===== config.mk =====
export PLATFORM = sky130hd
export DESIGN_NAME = ifu_fetch
export DESIGN_NICKNAME = d
export VERILOG_FILES = /design/src/rtl/ifu_fetch.sv
export SDC_FILE = /design/constraint.sdc
export NUM_CORES = 1
export LEC_CHECK = 0
export BUFFER_PORTS_ARGS = -buffer_cell sky130_fd_sc_hd__buf_4
export CAP_MARGIN = 10
export CORE_ASPECT_RATIO = 1.1
export CORE_MARGIN = 3
export CORE_UTILIZATION = 30
export CTS_CLUSTER_DIAMETER = 30
export DETAILED_ROUTE_END_ITERATION = 12
export GPL_TIMING_DRIVEN = 1
export SLEW_MARGIN = 40
export SYNTH_ARGS = -nofsm -noshare
export SYNTH_HDL_FRONTEND = slang
export SYNTH_SLANG_ARGS = --single-unit

===== constraint.sdc =====
create_clock -name clk -period 16.6 [get_ports clk]
set_clock_uncertainty 0.2 [all_clocks]
set_input_delay 0 -clock clk [delete_from_list [all_inputs] [get_ports clk]]
set_output_delay 0 -clock clk [all_outputs]
set_load 0.02 [all_outputs]

===== src/rtl/ifu_fetch.sv =====
// Instruction fetch unit: owns the PC, issues pipelined word fetches and buffers
// returned instructions with their PCs in a prefetch queue consumed by decode.
module ifu_fetch #(
    parameter logic [31:0] RESET_PC = 32'h8000_0000,
    parameter int          DEPTH    = 4
) (
    input  logic        clk,
    input  logic        rst,
    output logic        req_valid,
    input  logic        req_ready,
    output logic [31:0] req_addr,
    input  logic        rsp_valid,
    input  logic [31:0] rsp_data,
    output logic        inst_valid,
    input  logic        inst_ready,
    output logic [31:0] inst,
    output logic [31:0] inst_pc,
    input  logic        redirect_valid,
    input  logic [31:0] redirect_pc
);

    localparam int CW = $clog2(DEPTH + 1);
    localparam int PW = $clog2(DEPTH);
    localparam logic [CW:0]   DEPTH_W = (CW + 1)'(DEPTH);
    localparam logic [CW-1:0] C_ONE   = CW'(1);
    localparam logic [PW-1:0] P_ONE   = PW'(1);

    logic [31:0]   r_fetchPc;
    logic [31:0]   r_qPc   [DEPTH];
    logic [31:0]   r_qInst [DEPTH];
    logic [31:0]   r_tagPc [DEPTH];
    logic [PW-1:0] r_rdPtr;
    logic [PW-1:0] r_wrPtr;
    logic [PW-1:0] r_tagRd;
    logic [PW-1:0] r_tagWr;
    logic [CW-1:0] r_count;
    logic [CW-1:0] r_inflight;
    logic [CW-1:0] r_drop;

    logic          w_credit;
    logic          w_reqFire;
    logic          w_pop;
    logic          w_push;
    logic [CW-1:0] w_rspDec;

    // Queue slots already promised to outstanding requests count against credit.
    assign w_credit   = ({1'b0, r_count} + {1'b0, r_inflight}) < DEPTH_W;
    assign req_valid  = !rst && !redirect_valid && w_credit;
    assign req_addr   = r_fetchPc;
    assign inst_valid = (r_count != '0) && !redirect_valid;
    assign inst       = r_qInst[r_rdPtr];
    assign inst_pc    = r_qPc[r_rdPtr];

    assign w_reqFire  = req_valid && req_ready;
    assign w_pop      = inst_valid && inst_ready;
    assign w_push     = rsp_valid && (r_drop == '0) && !redirect_valid;
    assign w_rspDec   = rsp_valid ? C_ONE : '0;

    always_ff @(posedge clk or posedge rst) begin
        if (rst) begin
            r_fetchPc  <= RESET_PC;
            r_rdPtr    <= '0;
            r_wrPtr    <= '0;
            r_tagRd    <= '0;
            r_tagWr    <= '0;
            r_count    <= '0;
            r_inflight <= '0;
            r_drop     <= '0;
            for (int i = 0; i < DEPTH; i++) begin
                r_qPc[i]   <= '0;
                r_qInst[i] <= '0;
                r_tagPc[i] <= '0;
            end
        end else begin
            r_inflight <= r_inflight + (w_reqFire ? C_ONE : '0) - w_rspDec;
            if (rsp_valid) begin
                r_tagRd <= r_tagRd + P_ONE;
            end
            if (w_reqFire) begin
                r_tagPc[r_tagWr] <= r_fetchPc;
                r_tagWr          <= r_tagWr + P_ONE;
            end

            // A response landing in the redirect cycle is itself stale, so it
            // is excluded from the drop count and simply not written.
            if (redirect_valid) begin
                r_fetchPc <= redirect_pc & 32'hFFFF_FFFC;
                r_count   <= '0;
                r_rdPtr   <= '0;
                r_wrPtr   <= '0;
                r_drop    <= r_inflight - w_rspDec;
            end else begin
                if (w_reqFire) begin
                    r_fetchPc <= r_fetchPc + 32'd4;
                end
                if (rsp_valid && (r_drop != '0)) begin
                    r_drop <= r_drop - C_ONE;
                end
                if (w_push) begin
                    r_qPc[r_wrPtr]   <= r_tagPc[r_tagRd];
                    r_qInst[r_wrPtr] <= rsp_data;
                    r_wrPtr          <= r_wrPtr + P_ONE;
                end
                if (w_pop) begin
                    r_rdPtr <= r_rdPtr + P_ONE;
                end
                r_count <= r_count + (w_push ? C_ONE : '0) - (w_pop ? C_ONE : '0);
            end
        end
    end

endmodule


[Word-level counts from Yosys, hierarchy flattened]
Cells that the tools add are included.
Storage, ports and cells
  register bits: 433
  bits of input ports: 70
  logic and storage cells: 93
Operators by class
  add/sub/neg operators: 12
  $lt $le $gt $ge: 7
  multiplexer cells: 29
  bitwise operators: 5
  reduce and logical (&&, ||, !) cells: 20
Operators by type and width (number)
  128-bit bitwise mux: 3
  32-bit two-way mux: 10
  32-bit binary-select mux with 2-bit select: 3
  32-bit demux with 2-bit select: 2
  32-bit by 3-bit adder with 32-bit output (second input constant): 1
  3-bit >= comparator (second input constant): 4
  2-bit inverter with 3-bit output: 4
  1-bit logical AND: 10
  3-bit two-way mux: 3
  3-bit by 1-bit subtractor with 3-bit output: 3
  2-bit by 1-bit adder with 2-bit output (second input constant): 4
  2-bit two-way mux: 4
  2-bit nonzero test: 4
  3-bit by 1-bit adder with 3-bit output: 2
  3-bit by 1-bit < comparator with 1-bit output (second input constant): 2
  3-bit nonzero test: 2
  3-bit by 3-bit adder with 4-bit output: 1
  4-bit by 3-bit < comparator with 1-bit output (second input constant): 1
  1-bit two-way mux: 4
  3-bit logical NOT: 1
  3-bit by 1-bit subtractor with 3-bit output (second input constant): 1
  1-bit logical NOT: 2
  2-bit AND reduction: 1
  1-bit inverter: 1

[Depth between registers and ports, before layout]
  depth in word-level cells: 7
  depth in mapped cells: 14

[Least setup slack after synthesis]
No wires, ideal clock.
  path kind: register to register
  start point: register r_count[2]
  end point: register r_inflight[2]
  library setup time: 125 ps
  arrival: 2603 ps
  required time: 16275 ps
  setup slack: 13672 ps
  stages on the path, launching flop included: 15
  path buffers: 3
  period minus slack after synthesis: 2928 ps
  cell sequence: dfrtp_1 > ha_1 > nor3_2 > and4_1 > buf_2 > inv_2 > buf_2 > buf_2 > ha_1 > inv_1 > ha_1 > inv_1 > fa_1 > xnor2_1 > xnor2_1
Between the ends
  word-level cells in the longest chain between the ends: 7
Ends and longest elaborated chain
  start, declared: RTL line 36  | logic [CW-1:0] r_count;
  start signal, assigned: RTL line 107  | r_count <= r_count + (w_push ? C_ONE : '0) - (w_pop ? C_ONE : '0);
  3-bit by 3-bit adder with 4-bit output: RTL line 47  | assign w_credit = ({1'b0, r_count} + {1'b0, r_inflight}) < DEPTH_W;
  4-bit by 3-bit < comparator with 1-bit output: RTL line 47
  1-bit logical AND: RTL line 48  | assign req_valid = !rst && !redirect_valid && w_credit;
  1-bit logical AND: RTL line 54  | assign w_reqFire = req_valid && req_ready;
  1-bit two-way mux: RTL line 75  | r_inflight <= r_inflight + (w_reqFire ? C_ONE : '0) - w_rspDec;
  3-bit by 1-bit adder with 3-bit output: RTL line 75
  3-bit by 1-bit subtractor with 3-bit output: RTL line 75
  end signal, assigned: RTL line 75
  end, declared: RTL line 37  | logic [CW-1:0] r_inflight;
No other way between the ends.
A chain may end at the register's enable or synchronous reset.

[Worst setup path after layout]
  start point: register r_inflight[2]
  end point: register r_fetchPc[28], in the netlist req_addr[28]
Between the ends
  word-level cells in the longest chain between the ends: 5
Ends and longest elaborated chain
  3-bit by 3-bit adder with 4-bit output: RTL line 47
  4-bit by 3-bit < comparator with 1-bit output: RTL line 47
  1-bit logical AND: RTL line 48
  1-bit logical AND: RTL line 54
  2-bit nonzero test (no line)
  end signal, assigned: RTL line 87  | r_fetchPc <= redirect_pc & 32'hFFFF_FFFC;
  end signal, assigned: RTL line 94  | r_fetchPc <= r_fetchPc + 32'd4;
  end, declared: RTL line 28  | logic [31:0] r_fetchPc;
No other way between the ends.

==> results.md <==
- Detailed-route wire length per cell: between 15 and 20 µm
- Static Leakage: approximately 12 nW
- Die outline height: roughly 270 µm
- Slew HR: approximately 44%
- Number of buffers and inverters on the critical path: 4
- Cell family with most CP delay: buffers and inverters
- Initial Utilization: a little under a third
- Proportion of layout cells with a drive suffix above 1: around half
- Fin crit period: around 3.5 ns
- Proportion of synthesized chip area in sequential cells: between 50 and 60%
- Maximum number of pins on one net before global-route repair: ~110
- Average via count per standard cell: 4.80
- Remaining number of nets flagged by the antenna check after routing: 0
- Utilization of the core after routing: a little over two fifths
- Critical Path End Type: flip-flop
- Die Span X: ~240 µm
- Outcome: completed
- Maximum buffer depth of the clock tree: 3
- Worst slack on hold paths: between 0.05 and 0.06 ns
- WP data required: ~17 ns
- Slew at the pin closest to its max-slew limit: roughly 0.83 ns
- Hold Crit Class: in2reg
- Post-Syn Area per Cell: 15.0 µm²
- Total Routed Length: roughly 46,000 µm
- Yosys warning total: 0
- Via count of the first global-routing pass: 13,300
- Clock network latency to the later pin of the worst-skew pair: just over 0.6 ns
- Total CTS buffers: 98
- Max rail drop VDD: approximately 0.000076 V
- Via count of the routed design: ~12,000
- Slack of the critical path: 13.14 ns
- Arrival time reported for the critical path endpoint: 3.75 ns
- Inserted Diodes: 0
- Commonest register cell after synthesis: dfrtp_1
- Number of max-slew violations in the final report: 0
- Clock sink count: about 420
- Row Count: 95
- CTS clk-pin slew, worst paths: ~0.050 ns
- Worst Setup Slack post-DPL: between 10 and 15 ns
- TritonCTS clock tree: done
- Number of iterations in the first detailed-routing pass: 5
- Critical path startpoint category: flip-flop
- Maximum single-stage delay on the critical path: just under 0.6 ns
- Number of instances in the synthesized netlist: about 1,200
- Fin Setup TNS: 0 ns
- Max-cap violation count: 0
- Wire length of the first global-routing pass: 73,700 µm
- CP max stage cell: dlygate4sd3_1
- Final nets: 1,691
- H-tree depth: 3
- Number of buffers added on ports: between 150 and 200
- Worst Setup Path Type: reg2reg
- Antenna violations before repair: 0
- Peak Freq: a little under 300 MHz
- Aggregate global routing overflow: 0
- Count of distinct cell types in the synthesized netlist: 51
- Worst-path maximum fanout: 25
- Gr usage total: 14.3%
- Cell breakdown of the critical path: ha_1 -> nor3_2 -> and4_1 -> buf_4 -> nor2_1 -> buf_4 -> a22oi_1 -> dlygate4sd3_1 -> nand3_1 -> dlygate4sd3_1
- Placed instance area: 20,700 µm²
- Hold violation count in the final report: 0
- Final design area excluding fillers: around 26,000 µm²
- DRC Markers: 0
- PwrDens: 173 nW/µm²
- Total I/O pin count: roughly 170
- Number of instances resized during post-cts repair: 0
- FF+latch count, synth: approximately 420
- Drt initial violations: 440
- Worst reg2reg setup slack: roughly 13 ns
- Die area: 65,100 µm²
- Cell Area, Synth: roughly 19,000 µm²
- Finish-stage setup viols: 0
- Placeable core region: roughly 61,000 µm²
- Setup repair after global routing missed its margin: false
- Relative area change from synthesis to final layout: 38.7%
- Hpwl dp: approximately 27,000 µm
- Gp weighted congestion: 0.760
- Share of synthesized registers carrying an async set or reset: 100%
- Number of synthesized flops with an enable pin: 0
- Cell at the root of the clock tree: clkbuf_16
- Final critical-path share of the clock period: a little over a fifth
- Number of buffers inserted by post-CTS setup repair: 0
[area by class of cell]
| class | count | area (µm²) |
|---|---|---|
| flip-flops and latches | 415 | 10400 |
| multi-input cells | 715 | 7830 |
| repair buffers | 350 | 3140 |
| clock inverters | 49 | 544 |
| fillers | 5471 | 35400 |
| inverters | 20 | 87.6 |
| well taps | 824 | 1030 |
| clock buffers | 129 | 2810 |
[stage by stage]
stage                     instances  power (mW)
after floorplan                1242        2.19
after global placement         2148        2.51
after detailed placement       2151        2.57
after CTS                      2502        4.54
after global routing           2502        4.71
final                          2502        4.47
[cells by family after synthesis]
logic type                 share of synthesized area (%)
and+or+nand+nor                                     3.86
adders and majority gates                           1.49
other                                             0.0201
buffers and inverters                               2.61
muxes                                               33.1
xor gates and xnor gates                           0.564
DFF                                                 55.8
AOI/OAI and AO/OA                                   2.61
[state kept, by name, indices dropped and copies added, names as in the netlist]
signal      flops
r_tagPc       120
r_wrPtr         2
r_count         3
req_addr       30
r_tagWr         2
r_drop          3
r_qInst       128
r_tagRd         2
r_qPc         120
r_rdPtr         2
r_inflight      3
[cell usage in the layout, fill, tap and decap left out, drive strengths merged, types with 2 or more instances in the layout]
cell         Yosys  final
a221o            2      2
o211ai          10     10
or4              3      3
dlygate4sd3      0    173
a32oi            4      4
inv             20     24
mux4            92     92
conb             1      4
bufinv           0      9
clkinvlp         0      7
a41oi            2      2
nor4             5      5
fa               2      2
xnor2            7      7
nand4            9      9
and3             2      2
o21ai           31     31
o311ai           9      9
nor3             7      7
nand3b           2      2
buf             46    177
mux2i            6      6
a31oi            5      5
xor2             5      5
clkinv           0     29
dfrtp          414    414
a21oi            7      7
ha              19     19
clkbuf          46    129
nand2           64     64
nor2            24     24
nand3           24     24
mux2           358    358
[synth_stat cells, types with 3 or more instances]
master	instances	share of area (%)
inv_1	19	0.38
nor4_1	3	0.10
nor2_1	24	0.48
mux4_2	92	11
ha_1	19	1.3
xor2_1	5	0.24
a21oi_1	7	0.19
o211ai_1	10	0.40
mux2_2	358	22
mux2i_1	6	0.32
nor3_1	6	0.16
o21ai_0	31	0.83
nand3_1	23	0.62
buf_2	34	0.91
a32oi_1	4	0.19
o311ai_0	7	0.33
buf_1	6	0.12
nand2_1	64	1.3
clkbuf_1	46	0.93
buf_4	6	0.24
nand4_1	7	0.24
xnor2_1	7	0.33
a31oi_1	5	0.17
dfrtp_1	414	56
or4_1	3	0.12
[power breakdown]
| part | switching [mW] | internal, mW |
|---|---|---|
| Sequential | 0.190 | 1.28 |
| Combinational | 0.499 | 0.597 |
| Clock | 0.581 | 1.32 |
[path summary, 6_finish.rpt]
check	from	depth (start not counted)	endpoint
setup / recovery	r_inflight[2]$_DFF_PP0_	10	req_addr[28]$_DFFE_PP0P_
hold / removal	rsp_data[5]	3	r_qInst[37]$_DFFE_PP0P_
setup reg to reg	r_inflight[2]$_DFF_PP0_	10	req_addr[28]$_DFFE_PP0P_
hold reg to reg	r_tagPc[68]$_DFFE_PP0P_	2	r_tagPc[68]$_DFFE_PP0P_
max in group asynchronous	rst	6	r_qInst[99]$_DFFE_PP0P_
min in group asynchronous	rst	4	r_inflight[1]$_DFF_PP0_
[timing repair]
item                                    4_1_cts  5_1_grt
endpoints found under the setup margin        0        0
hold buffers                                173        0
hold endpoints to repair                    348        0
[layer usage]
| layer | wire [µm] | global-route usage, % | up-vias |
|---|---|---|---|
| li1 | - | - | 5352 |
| met1 | 19900 | 17.9 | 6289 |
| met2 | 22300 | 23.7 | 303 |
| met3 | 2640 | 3.77 | 72 |
| met4 | 980 | 5.44 | 0 |
| met5 | 0 | 0 | - |
[worst reg2reg max path: cells and delay by family, from the launching register on]
| kind | cells | cell delay (ns) |
|---|---|---|
| AO/OA/AOI/OAI | 1 | 0.15 |
| buffers and inverters | 4 | 1.75 |
| flip-flops | 1 | 0.42 |
| adder cells (fa/ha/maj) | 1 | 0.30 |
| AND/OR/NAND/NOR | 4 | 0.53 |
No activity file was read; power rests on OpenSTA's default activity.
